$ cat src/rtl/clk_seq_pkg.sv
// Purpose : shared encodings and widths for the clock-lock sequencer.
// Latency : n/a (declarations only).
// Backpressure: n/a.
//
// Contents: state encodings (also the value seen on the debug state port),
// state/retry widths, and a small helper that sizes the shared timer.
package clk_seq_pkg;

  localparam int STATE_W = 3;
  localparam int RETRY_W = 4;

  // Encodings are visible on the debug port, so keep them fixed.
  typedef enum logic [STATE_W-1:0] {
    ST_IDLE      = 3'd0,
    ST_RESET_WIZ = 3'd1,
    ST_WAIT_LOCK = 3'd2,
    ST_STABLE    = 3'd3,
    ST_RUN       = 3'd4,
    ST_FAULT     = 3'd5
  } state_e;

  // Largest of three phase lengths; the one timer is shared by all phases.
  function automatic int max3(input int a, input int b, input int c);
    int m;
    m = (a > b) ? a : b;
    return (m > c) ? m : c;
  endfunction

endpackage

$ cat src/rtl/clk_lock_sequencer_sync_2ff.sv
// Purpose : two-flop synchronizer bringing one asynchronous bit into clk.
// Latency : q_o follows d_i after 2 clk edges.
// Backpressure: none; every clk edge samples d_i.
//
// Ports: clk (clock), rst_n (async active-low, clears both flops to 0),
//        d_i (asynchronous input), q_o (synchronized output).
module sync_2ff (
  input  logic clk,
  input  logic rst_n,
  input  logic d_i,
  output logic q_o
);

  logic meta_q;
  logic sync_q;

  always_ff @(posedge clk or negedge rst_n) begin
    if (!rst_n) begin
      meta_q <= 1'b0;
      sync_q <= 1'b0;
    end else begin
      meta_q <= d_i;
      sync_q <= meta_q;
    end
  end

  assign q_o = sync_q;

endmodule

$ cat src/rtl/clk_lock_sequencer.sv
// Purpose : brings up a clocking wizard (reset pulse, lock wait, lock
//           qualification) and gates the datapath enable; retries, then faults.
// Latency : all outputs registered, updating on the same edge as state;
//           locked is seen 2 edges late through the synchronizer.
// Backpressure: none; start is a level, start=0 returns to IDLE next edge.
//
// Ports: clk, reset_n (async active-low), start (level run request),
//        locked (async wizard lock), wiz_reset (active-high wizard reset),
//        run_enable (high only in RUN), fault (sticky until start=0),
//        state (debug encoding), retry_cnt (retries used this session).
module clk_lock_sequencer
  import clk_seq_pkg::*;
#(
  parameter int RST_CYCLES    = 16,
  parameter int LOCK_TIMEOUT  = 1024,
  parameter int STABLE_CYCLES = 64,
  parameter int MAX_RETRIES   = 3
) (
  input  logic               clk,
  input  logic               reset_n,
  input  logic               start,
  input  logic               locked,
  output logic               wiz_reset,
  output logic               run_enable,
  output logic               fault,
  output logic [STATE_W-1:0] state,
  output logic [RETRY_W-1:0] retry_cnt
);

  localparam int TMR_W = $clog2(max3(RST_CYCLES, LOCK_TIMEOUT, STABLE_CYCLES)) + 1;

  localparam logic [TMR_W-1:0]   TMR_ONE     = TMR_W'(1);
  localparam logic [TMR_W-1:0]   RST_LAST    = TMR_W'(RST_CYCLES - 1);
  localparam logic [TMR_W-1:0]   LOCK_LAST   = TMR_W'(LOCK_TIMEOUT - 1);
  localparam logic [TMR_W-1:0]   STABLE_LAST = TMR_W'(STABLE_CYCLES - 1);
  localparam logic [RETRY_W-1:0] RETRY_LAST  = RETRY_W'(MAX_RETRIES);
  localparam logic [RETRY_W-1:0] RETRY_ONE   = RETRY_W'(1);

  state_e             state_q, state_d;
  logic [TMR_W-1:0]   timer_q, timer_d;
  logic [RETRY_W-1:0] retry_q, retry_d;
  logic               wiz_reset_q, wiz_reset_d;
  logic               run_enable_q, run_enable_d;
  logic               fault_q, fault_d;
  logic               do_retry;
  logic               locked_s;

  sync_2ff u_lock_sync (
    .clk   (clk),
    .rst_n (reset_n),
    .d_i   (locked),
    .q_o   (locked_s)
  );

  // State register plus the counters and registered outputs that move with it.
  // wiz_reset resets high so the wizard is held in reset as soon as reset_n drops.
  always_ff @(posedge clk or negedge reset_n) begin
    if (!reset_n) begin
      state_q      <= ST_IDLE;
      timer_q      <= '0;
      retry_q      <= '0;
      wiz_reset_q  <= 1'b1;
      run_enable_q <= 1'b0;
      fault_q      <= 1'b0;
    end else begin
      state_q      <= state_d;
      timer_q      <= timer_d;
      retry_q      <= retry_d;
      wiz_reset_q  <= wiz_reset_d;
      run_enable_q <= run_enable_d;
      fault_q      <= fault_d;
    end
  end

  // Next-state logic. The timer is cleared on every transition and held at
  // zero in the phases that do not time anything, so it can never wrap.
  always_comb begin
    state_d  = state_q;
    timer_d  = timer_q;
    retry_d  = retry_q;
    do_retry = 1'b0;

    case (state_q)
      ST_IDLE: begin
        timer_d = '0;
        if (start) begin
          state_d = ST_RESET_WIZ;
          retry_d = '0;
        end
      end
      ST_RESET_WIZ: begin
        if (timer_q == RST_LAST) begin
          state_d = ST_WAIT_LOCK;
          timer_d = '0;
        end else begin
          timer_d = timer_q + TMR_ONE;
        end
      end
      ST_WAIT_LOCK: begin
        if (locked_s) begin
          state_d = ST_STABLE;
          timer_d = '0;
        end else if (timer_q == LOCK_LAST) begin
          do_retry = 1'b1;
        end else begin
          timer_d = timer_q + TMR_ONE;
        end
      end
      ST_STABLE: begin
        // Any single unlocked cycle disqualifies the attempt.
        if (!locked_s) begin
          do_retry = 1'b1;
        end else if (timer_q == STABLE_LAST) begin
          state_d = ST_RUN;
          timer_d = '0;
        end else begin
          timer_d = timer_q + TMR_ONE;
        end
      end
      ST_RUN: begin
        timer_d = '0;
        if (!locked_s) begin
          do_retry = 1'b1;
        end
      end
      ST_FAULT: begin
        timer_d = '0;
      end
      default: begin
        state_d = ST_IDLE;
        timer_d = '0;
        retry_d = '0;
      end
    endcase

    // Retry decision shared by timeout, unstable lock and lock loss.
    // The counter stops at the limit because reaching it diverts to FAULT.
    if (do_retry) begin
      timer_d = '0;
      if (retry_q == RETRY_LAST) begin
        state_d = ST_FAULT;
      end else begin
        retry_d = retry_q + RETRY_ONE;
        state_d = ST_RESET_WIZ;
      end
    end

    // Dropping start wins over every other transition.
    if (!start && (state_q != ST_IDLE)) begin
      state_d = ST_IDLE;
      timer_d = '0;
      retry_d = '0;
    end
  end

  // Output decode from the next state, so registered outputs and state
  // change together on the same edge.
  always_comb begin
    wiz_reset_d  = (state_d == ST_IDLE) || (state_d == ST_RESET_WIZ) ||
                   (state_d == ST_FAULT);
    run_enable_d = (state_d == ST_RUN);
    fault_d      = (state_d == ST_FAULT);
  end

  assign wiz_reset  = wiz_reset_q;
  assign run_enable = run_enable_q;
  assign fault      = fault_q;
  assign state      = state_q;
  assign retry_cnt  = retry_q;

endmodule

$ cat config.mk
export PLATFORM = sky130hd
export DESIGN_NAME = clk_lock_sequencer
export DESIGN_NICKNAME = d
export VERILOG_FILES = /design/src/rtl/clk_seq_pkg.sv /design/src/rtl/clk_lock_sequencer_sync_2ff.sv /design/src/rtl/clk_lock_sequencer.sv
export SDC_FILE = /design/constraint.sdc
export NUM_CORES = 1
export LEC_CHECK = 0
export ABC_AREA = 1
export CAP_MARGIN = 40
export CORE_ASPECT_RATIO = 1.4
export CORE_MARGIN = 2
export CORE_UTILIZATION = 44
export DETAILED_ROUTE_END_ITERATION = 12
export SLEW_MARGIN = 10
export SYNTH_ARGS = -nofsm -noshare
export SYNTH_HDL_FRONTEND = slang
export SYNTH_HIERARCHICAL = 1
export SYNTH_SLANG_ARGS = --single-unit
$ cat constraint.sdc
create_clock -name clk -period 3.9 [get_ports clk]
set_input_delay 0.39 -clock clk [delete_from_list [all_inputs] [get_ports clk]]
set_output_delay 0.39 -clock clk [all_outputs]
set_load 0.005 [all_outputs]
==> metrics.csv, run 1 <==
metric;value;unit
Synth Net Count;176;
GRT Total Usage;0.182;
Chip Height;68.9;µm
clock sink total;23;
final setup vio count;0;
Core Area;2880;µm²
hold depth;0;
vias per cell;5.01;
Port Buffers;13;
Die Area;3470;µm²
worst skew pair latency;260;ps
# fillers;294;
RR Endpoint;wiz_reset;
initial antenna violation count;0;
Arr. time, crit path;1910;ps
row count;23;
r2r worst-path depth;10;
Post-CTS Resized;0;
leakage power;0.000760;µW
reg-to-reg slack, setup;2200;ps
tightest slew margin relative to the limit;0.644;
Max VDD drop;0.285;mV
max-capacitance violation count;0;
postcts setup bufs;0;
final WL;2650;µm
outcome;finished, final reports clean;
most frequent cells in the layout;nand2_1, inv_1, dfrtp_1;
vias;1127;
Hold Vio Cnt, Final;0;
CP Capture Type;flop;
worst-path maximum fanout;4;
drt drc;0;
NumNets Final;195;
hold_buf cts;0;
WL/cell;11.8;µm
Synth Register Bits;23;
critical path buffer and inverter count;1;
# IOs;14;
largest net degree at the start of global routing;14;
Worst Hold Class;reg -> reg;
Met1 Routed Length;1090;µm
cell area after layout;1560;µm²
Final Core Density;0.543;
Least-Margin Pin Slew;532;ps
number of synthesis warnings;6;
most common cell after layout, fill and taps aside;nand2_1;
DR top layer;met4;
first-pass GRT wire length;4710;µm
Critical Path Max Stage Delay;380;ps
final clock skew;2.75;ps
CP startpoint kind;flop;
CTS tree;built;
worst reg2reg path startpoint;timer_q[0];
area delta synth->final;17.8;%
Post-synth EDFFs;0;
CTS buffer count;3;
H-Tree Depth;1;
number of global-route vias before repair;1104;
RD Place Congestion;0.867;
setup TNS;0;ps
synthesized instance count;170;
Final ANT Viol Nets;0;
Clock Tree Root;clkbuf_8;
commonest register cell after synthesis;dfrtp_1;
Synth Area per Inst;7.79;µm²
PwrDens;364;nW/µm²
metal2 WL;1390;µm
initial core utilization;0.460;
required time of the worst setup path;4100;ps
layout cells sized above 1;0.170;
n_diodes;0;
Synth cell types;26;
Period minus WS final;1700;ps
crit-path cells;ha_1 > nand3_1 > nor2_2 > nand3_1 > nand2_1 > nand3_1 > nor2_2 > nand3_1 > nand2_1 > inv_1;
Worst-path clk slew;80;ps
final worst-path cycle share;0.437;
Mapped Area;1330;µm²
top cell family by delay on the critical path;simple AND/OR/NAND/NOR gates;
RSZ-0062 raised after global routing;false;
HP Start;u_lock_sync/meta_q;
Overflow after GRT;0;
Worst Hold End;u_lock_sync/q_o;
Max Root-Sink Buffers;2;
sequential cell area fraction in the yosys report;0.435;
Die W;50.4;µm
hold_ws;382;ps
crit-path most repeated cell;nand3_1;
slowest cell on the critical path;dfrtp_1;
WL met3;105;µm
Area after DPL;1520;µm²
Max Freq;587;MHz
asr flop ratio synth;1.00;
Initial DRC Count;25;
Max Slew Vio Count;0;
Detailed Routing Iterations Pass 1;4;
Post-DP HPWL;2130;µm
WS Path Type;reg -> reg;
registers in the layout (all words and copies together) (netlist names):
name / count
fault: 1
retry_cnt: 4
run_enable: 1
state: 3
timer_q: 11
u_lock_sync/meta_q: 1
u_lock_sync/q_o: 1
wiz_reset: 1
through the flow:
stage	power [µW]	worst slack, ps	cells
final	569	2200	225
after CTS	578	2190	225
after global routing	609	2050	225
after floorplan	380	2440	170
after global placement	425	2200	220
after detailed placement	430	2210	221
final cells by class:
cell class / count / area (µm²) / area share
multi-input cells: 121 / 651 / 0.417
repair buffers: 14 / 145 / 0.0929
flip-flops and latches: 23 / 577 / 0.369
well taps: 37 / 46.3 / 0.0296
inverters: 26 / 97.6 / 0.0625
clock buffers: 4 / 45.0 / 0.0288
synthesized netlist by cell type (3+ instances only):
cell type / n / share of area
nand3_1: 16 / 0.060
nand2_2: 8 / 0.038
nor2_2: 9 / 0.042
inv_1: 25 / 0.071
a21oi_1: 7 / 0.026
dfrtp_1: 22 / 0.42
nand2_1: 32 / 0.091
nor3_1: 4 / 0.015
nor2_1: 19 / 0.054
xor2_1: 3 / 0.020
nor3b_1: 3 / 0.017
nand3_2: 3 / 0.023
worst max-delay path by stage:
stage | slack, ps | end | start | cells past startpoint
after floorplan | 2440 | wiz_reset | timer_q[0] | 12
after global placement | 2200 | wiz_reset | start | 9
after detailed placement | 2210 | wiz_reset | timer_q[0] | 10
after CTS | 2190 | wiz_reset | timer_q[0] | 10
after global routing | 2050 | wiz_reset | timer_q[0] | 10
final | 2200 | wiz_reset | timer_q[0] | 10
cell families (layout without fill, tap and decap cells):
logic type / Yosys count / in the layout / synth area share
AND/OR/NAND/NOR: 103 / 103 / 0.395
flip-flops: 23 / 23 / 0.435
buffers and inverters: 26 / 44 / 0.0737
XOR/XNOR: 3 / 3 / 0.0198
adder cells (fa/ha/maj): 2 / 2 / 0.0189
AO/OA/AOI/OAI: 13 / 13 / 0.0576
where the power goes:
group	switching, µW	total (µW)	leakage, µW	internal, µW
combinational	103	156	0.000427	53.1
clock	71.4	144	0.0000228	72.8
sequential	17.1	268	0.000311	251
total	192	569	0.000760	377
routing by layer:
layer / track usage / vias up
met5: 0 / -
met3: 0.0366 / 7
li1: - / 571
met2: 0.334 / 19
met4: 0.0878 / 0
met1: 0.201 / 530
worst reg2reg max path: stages (launching register included):
cell and delay (ps):
dfrtp_1 380, ha_1 220, nand3_1 160, nor2_2 180, nand3_1 110, nand2_1 100, nand3_1 80, nor2_2 170
nand3_1 140, nand2_1 80, inv_1 30
No activity file was read; power rests on OpenSTA's default activity.
==> run 2, diff against run 1 <==
- clock period: 3.9 -> 1.61 ns (I/O delays scaled with it)
==> run 2 against run 1 <==
  * Core utilization increased by 4.6 points
  * First-iteration DRC count decreased by 56%
  * Clock power rose to 2.5 times the previous value
  * Critical path type unchanged
  * Critical endpoint is now timer_q[5]
  * Largest power group unchanged
  * Highest routed layer unchanged
==> metrics.csv, run 2 (synthesis results as in run 1) <==
metric;value;unit
n_diodes;0;
WS Path Type;reg -> reg;
CP Capture Type;flop;
drt drc;0;
RD Place Congestion;0.898;
Critical Path Max Stage Delay;400;ps
Period minus WS final;1570;ps
Clock Tree Root;clkbuf_8;
NumNets Final;204;
reg-to-reg slack, setup;40;ps
Max Freq;636;MHz
GRT Total Usage;0.187;
sequential power share;0.453;
sw frac;0.356;
CTS buffer count;3;
Hold Vio Cnt, Final;0;
final clock skew;5.10;ps
Detailed Routing Iterations Pass 1;6;
Final Core Density;0.589;
WL/cell;12.0;µm
max-capacitance violation count;0;
cell area after layout;1690;µm²
largest net degree at the start of global routing;24;
PwrDens;855;nW/µm²
most frequent cells in the layout;nand2_1, inv_1, dfrtp_1;
worst-path maximum fanout;8;
final setup vio count;0;
Port Buffers;13;
Initial DRC Count;11;
switching power of the nets;516;µW
Post-DP HPWL;2100;µm
CP startpoint kind;flop;
initial antenna violation count;0;
Worst Hold Class;in -> async;
Core Area;2880;µm²
slowest cell on the critical path;dfrtp_1;
Overflow after GRT;0;
worst skew pair latency;270;ps
RR Endpoint;timer_q[5];
r2r worst-path depth;10;
vias;1173;
Area after DPL;1550;µm²
max FFs per register;11;
initial core utilization;0.460;
area delta synth->final;27.9;%
vias per cell;5.01;
Chip Height;68.9;µm
H-Tree Depth;1;
number of global-route vias before repair;1169;
row count;23;
Least-Margin Pin Slew;306;ps
final WL;2800;µm
clock sink total;23;
tightest slew margin relative to the limit;0.796;
layout cells sized above 1;0.259;
Die Area;3470;µm²
final worst-path cycle share;0.977;
Max Root-Sink Buffers;2;
CTS tree;built;
first-pass GRT wire length;4890;µm
leakage power;0.000827;µW
critical path capture point;timer_q[5];
clock power share;0.253;
Max Slew Vio Count;0;
outcome;finished, final reports clean;
required time of the worst setup path;1770;ps
worst reg2reg path startpoint;timer_q[1];
Final ANT Viol Nets;0;
Arr. time, crit path;1730;ps
Reg with most FFs;timer_q;
Critical Path Start;timer_q[1];
Gate power share;0.295;
P_int;933;µW
most common cell after layout, fill and taps aside;nand2_1;
setup TNS;0;ps
RSZ-0062 raised after global routing;true;
Worst-path clk slew;80;ps
# IOs;14;
Max VDD drop;0.864;mV
Finished Layout Cells;234;
crit-path cells;ha_4 > nand2_4 > nor2_4 > nand2_2 > nor2_2 > nand3_2 > nand2_4 > nor2_4 > nand3_2 > nor2_1;
Die W;50.4;µm
Inst Count DP;226;
## run 2: power groups by stage
stage | clock network, µW | logic, µW | registers [µW]
finish | 366 | 427 | 656
global route | 398 | 485 | 662
CTS | 380 | 391 | 650
detailed placement | 0 | 381 | 661
global placement | 0 | 374 | 660
floorplan | 0 | 266 | 654
## run 2: layout make-up
class,instances,area [µm²]
clock buffers,3,41.3
clock inverters,1,5.00
fillers,276,1180
inverters,26,97.6
multi-input cells,121,722
flip-flops and latches,23,577
well taps,37,46.3
repair buffers,23,205
## run 2: repair_timing
| action | in CTS | in global routing |
|---|---|---|
| resized for setup | 3 | 12 |
| hold buffers | 0 | 0 |
| setup endpoints to repair | 16 | 21 |
| setup buffers | 0 | 4 |
| pin swaps | 0 | 5 |
## run 2: per-layer routing
metal,routed length [µm],track usage,vias up
li1,-,-,596
met1,1110,0.204,550
met2,1540,0.354,22
met3,91,0.0302,5
met4,51,0.0845,0
met5,0,0,-
## run 2: critical path, delay by kind of cell, from the launching register on
kind | cells | cell delay [ps]
and+or+nand+nor | 9 | 890
DFF | 1 | 400
adders and majority gates | 1 | 180
## run 2: how the worst min path moves through the flow
stage | from | to | slack, ps
2_1_floorplan | reset_n | fault | -130
3_3_place_gp | u_lock_sync/meta_q | u_lock_sync/q_o | 340
3_5_place_dp | u_lock_sync/meta_q | u_lock_sync/q_o | 350
4_1_cts | reset_n | timer_q[9] | 250
5_1_grt | reset_n | timer_q[9] | 280
6_report | reset_n | timer_q[9] | 240
## run 2: stage by stage
step                      total power (µW)  hold slack, ps  setup WS [ps]
final                                 1450             241           37.1
after global routing                  1540             283           -113
after CTS                             1420             253          -1.02
after detailed placement              1040             352          -58.8
after global placement                1030             338          -35.1
after floorplan                        920            -135            150
==> run 3, diff against run 2 <==
- clock period: 1.61 -> 1.73 ns (I/O delays scaled with it)
==> run 3 against run 2 <==
  * First-iteration DRC count grew to 2.7 times the previous value
  * Hold slack better by 21 ps
  * Clock skew fell by 3.0 ps
  * Core utilization fell by 3.1 points
  * Clock-buffer cell count did not move
  * Sequential share of layout area grew 1.9 points
  * Sequential power down 7.3%
  * Design area decreased by 5.3%
  * Critical endpoint unchanged
  * Largest cell class unchanged
  * Highest routed layer unchanged
==> metrics.csv, run 3 (synthesis results as in run 1) <==
metric;value;unit
first-pass GRT wire length;4910;µm
most frequent cells in the layout;nand2_1, inv_1, dfrtp_1;
max FFs per register;11;
H-Tree Depth;1;
hold_buf cts;0;
Final ANT Viol Nets;0;
met2 Usage GRT;0.344;
Area after DPL;1510;µm²
RD Place Congestion;0.872;
grt peak-use layer;met2;
switching power of the nets;466;µW
Initial DRC Count;30;
Max Freq;617;MHz
CTS tree;built;
WL/cell;11.9;µm
final WL;2700;µm
final worst-path cycle share;0.937;
tightest slew margin relative to the limit;0.711;
sw frac;0.351;
WS Path Type;reg -> reg;
layout cells sized above 1;0.221;
Least-Margin Pin Slew;432;ps
Hold Vio Cnt, Final;0;
Die W;50.4;µm
Overflow after GRT;0;
Post-DP HPWL;2070;µm
setup TNS;0;ps
required time of the worst setup path;1890;ps
Port Buffers;13;
final setup vio count;0;
Worst-path clk slew;80;ps
top cell family by delay on the critical path;simple AND/OR/NAND/NOR gates;
Chip Height;68.9;µm
slowest cell on the critical path;dfrtp_1;
Clock Tree Root;clkbuf_8;
Period minus WS final;1620;ps
critical path buffer and inverter count;0;
clock sink total;23;
area delta synth->final;21.1;%
cell area after layout;1600;µm²
worst-path maximum fanout;8;
clock power share;0.255;
sequential power share;0.458;
met3 layer usage reported by global route;0.0302;
worst skew pair latency;260;ps
row count;23;
Core Area;2880;µm²
CTS buffer count;3;
GRT Total Usage;0.188;
Max Root-Sink Buffers;2;
M1 GR Usage;0.210;
initial core utilization;0.460;
initial antenna violation count;0;
Critical Path Max Stage Delay;380;ps
Detailed Routing Iterations Pass 1;4;
CP Capture Type;flop;
number of global-route vias before repair;1162;
n_diodes;0;
Final Power;1330;µW
final clock skew;2.11;ps
crit-path cells;ha_2 > nand2_2 > nor2_4 > nand2_2 > nor2_2 > nand3_2 > nand2_4 > nor2_4 > nand3_2 > nor2_1;
Reg with most FFs;timer_q;
outcome;finished, final reports clean;
vias;1112;
# IOs;14;
Max VDD drop;0.489;mV
PwrDens;827;nW/µm²
max-capacitance violation count;0;
P_int;861;µW
Die Area;3470;µm²
most common cell after layout, fill and taps aside;nand2_1;
leakage power;0.000770;µW
Max Slew Vio Count;0;
drt drc;0;
vias per cell;4.90;
RSZ-0062 raised after global routing;true;
Worst Hold Class;in -> async;
CP startpoint kind;flop;
largest net degree at the start of global routing;24;
Gate power share;0.286;
NumNets Final;197;
Arr. time, crit path;1780;ps
[run 3: changes by cell type in the layout (fill, tap and decap cells not counted), moves of 2 or more]
cell and change:
buf_4 -7, nor2_2 +2, nor3b_1 +2, nor3b_2 -2
[run 3: final timing paths]
check,startpoint,end,slack (ps),depth (start not counted)
setup / recovery,timer_q[0],timer_q[5],110,10
hold / removal,reset_n,timer_q[8],260,2
setup reg to reg,timer_q[0],timer_q[5],110,10
hold reg to reg,u_lock_sync/meta_q,u_lock_sync/q_o,360,0
max in group asynchronous,reset_n,wiz_reset,1190,2
min in group clk,locked,u_lock_sync/meta_q,340,1
[run 3: area by class of cell]
class / count / area (µm²)
clock buffers: 3 / 41.3
flip-flops and latches: 23 / 577
repair buffers: 16 / 153
clock inverters: 1 / 5.00
multi-input cells: 121 / 684
well taps: 37 / 46.3
inverters: 26 / 97.6
fillers: 293 / 1270
[run 3: power by group through the flow]
stage	sequential (µW)	combinational [µW]	clock (µW)
4_1_cts	607	357	349
3_3_place_gp	615	349	0
3_5_place_dp	617	354	0
2_1_floorplan	609	247	0
5_1_grt	613	436	377
6_report	608	380	339
[run 3: timing repair]
item	4_1_cts	5_1_grt
resized for setup	0	9
endpoints found under the setup margin	0	20
hold endpoints to repair	0	0
setup buffers	0	2
[run 3: worst reg2reg max path: stages (launching register included)]
cell and delay [ps]:
dfrtp_1 380, ha_2 220, nand2_2 80, nor2_4 140, nand2_2 80, nor2_2 100, nand3_2 90, nand2_4 140
nor2_4 60, nand3_2 150, nor2_1 70
[run 3: per-stage QoR]
step	hold slack, ps	utilization	worst slack [ps]	std cells
floorplan	-123	-	270	170
detailed placement	338	0.524	51.4	221
CTS	269	0.540	25.5	225
global route	285	0.557	-15.7	227
global placement	335	0.524	77.2	221
finish	262	0.557	109	227
[run 3: metal layers]
metal | vias up | share of wire
met4 | 0 | 0.018
met5 | - | 0
met2 | 17 | 0.55
li1 | 576 | -
met1 | 512 | 0.41
met3 | 7 | 0.027
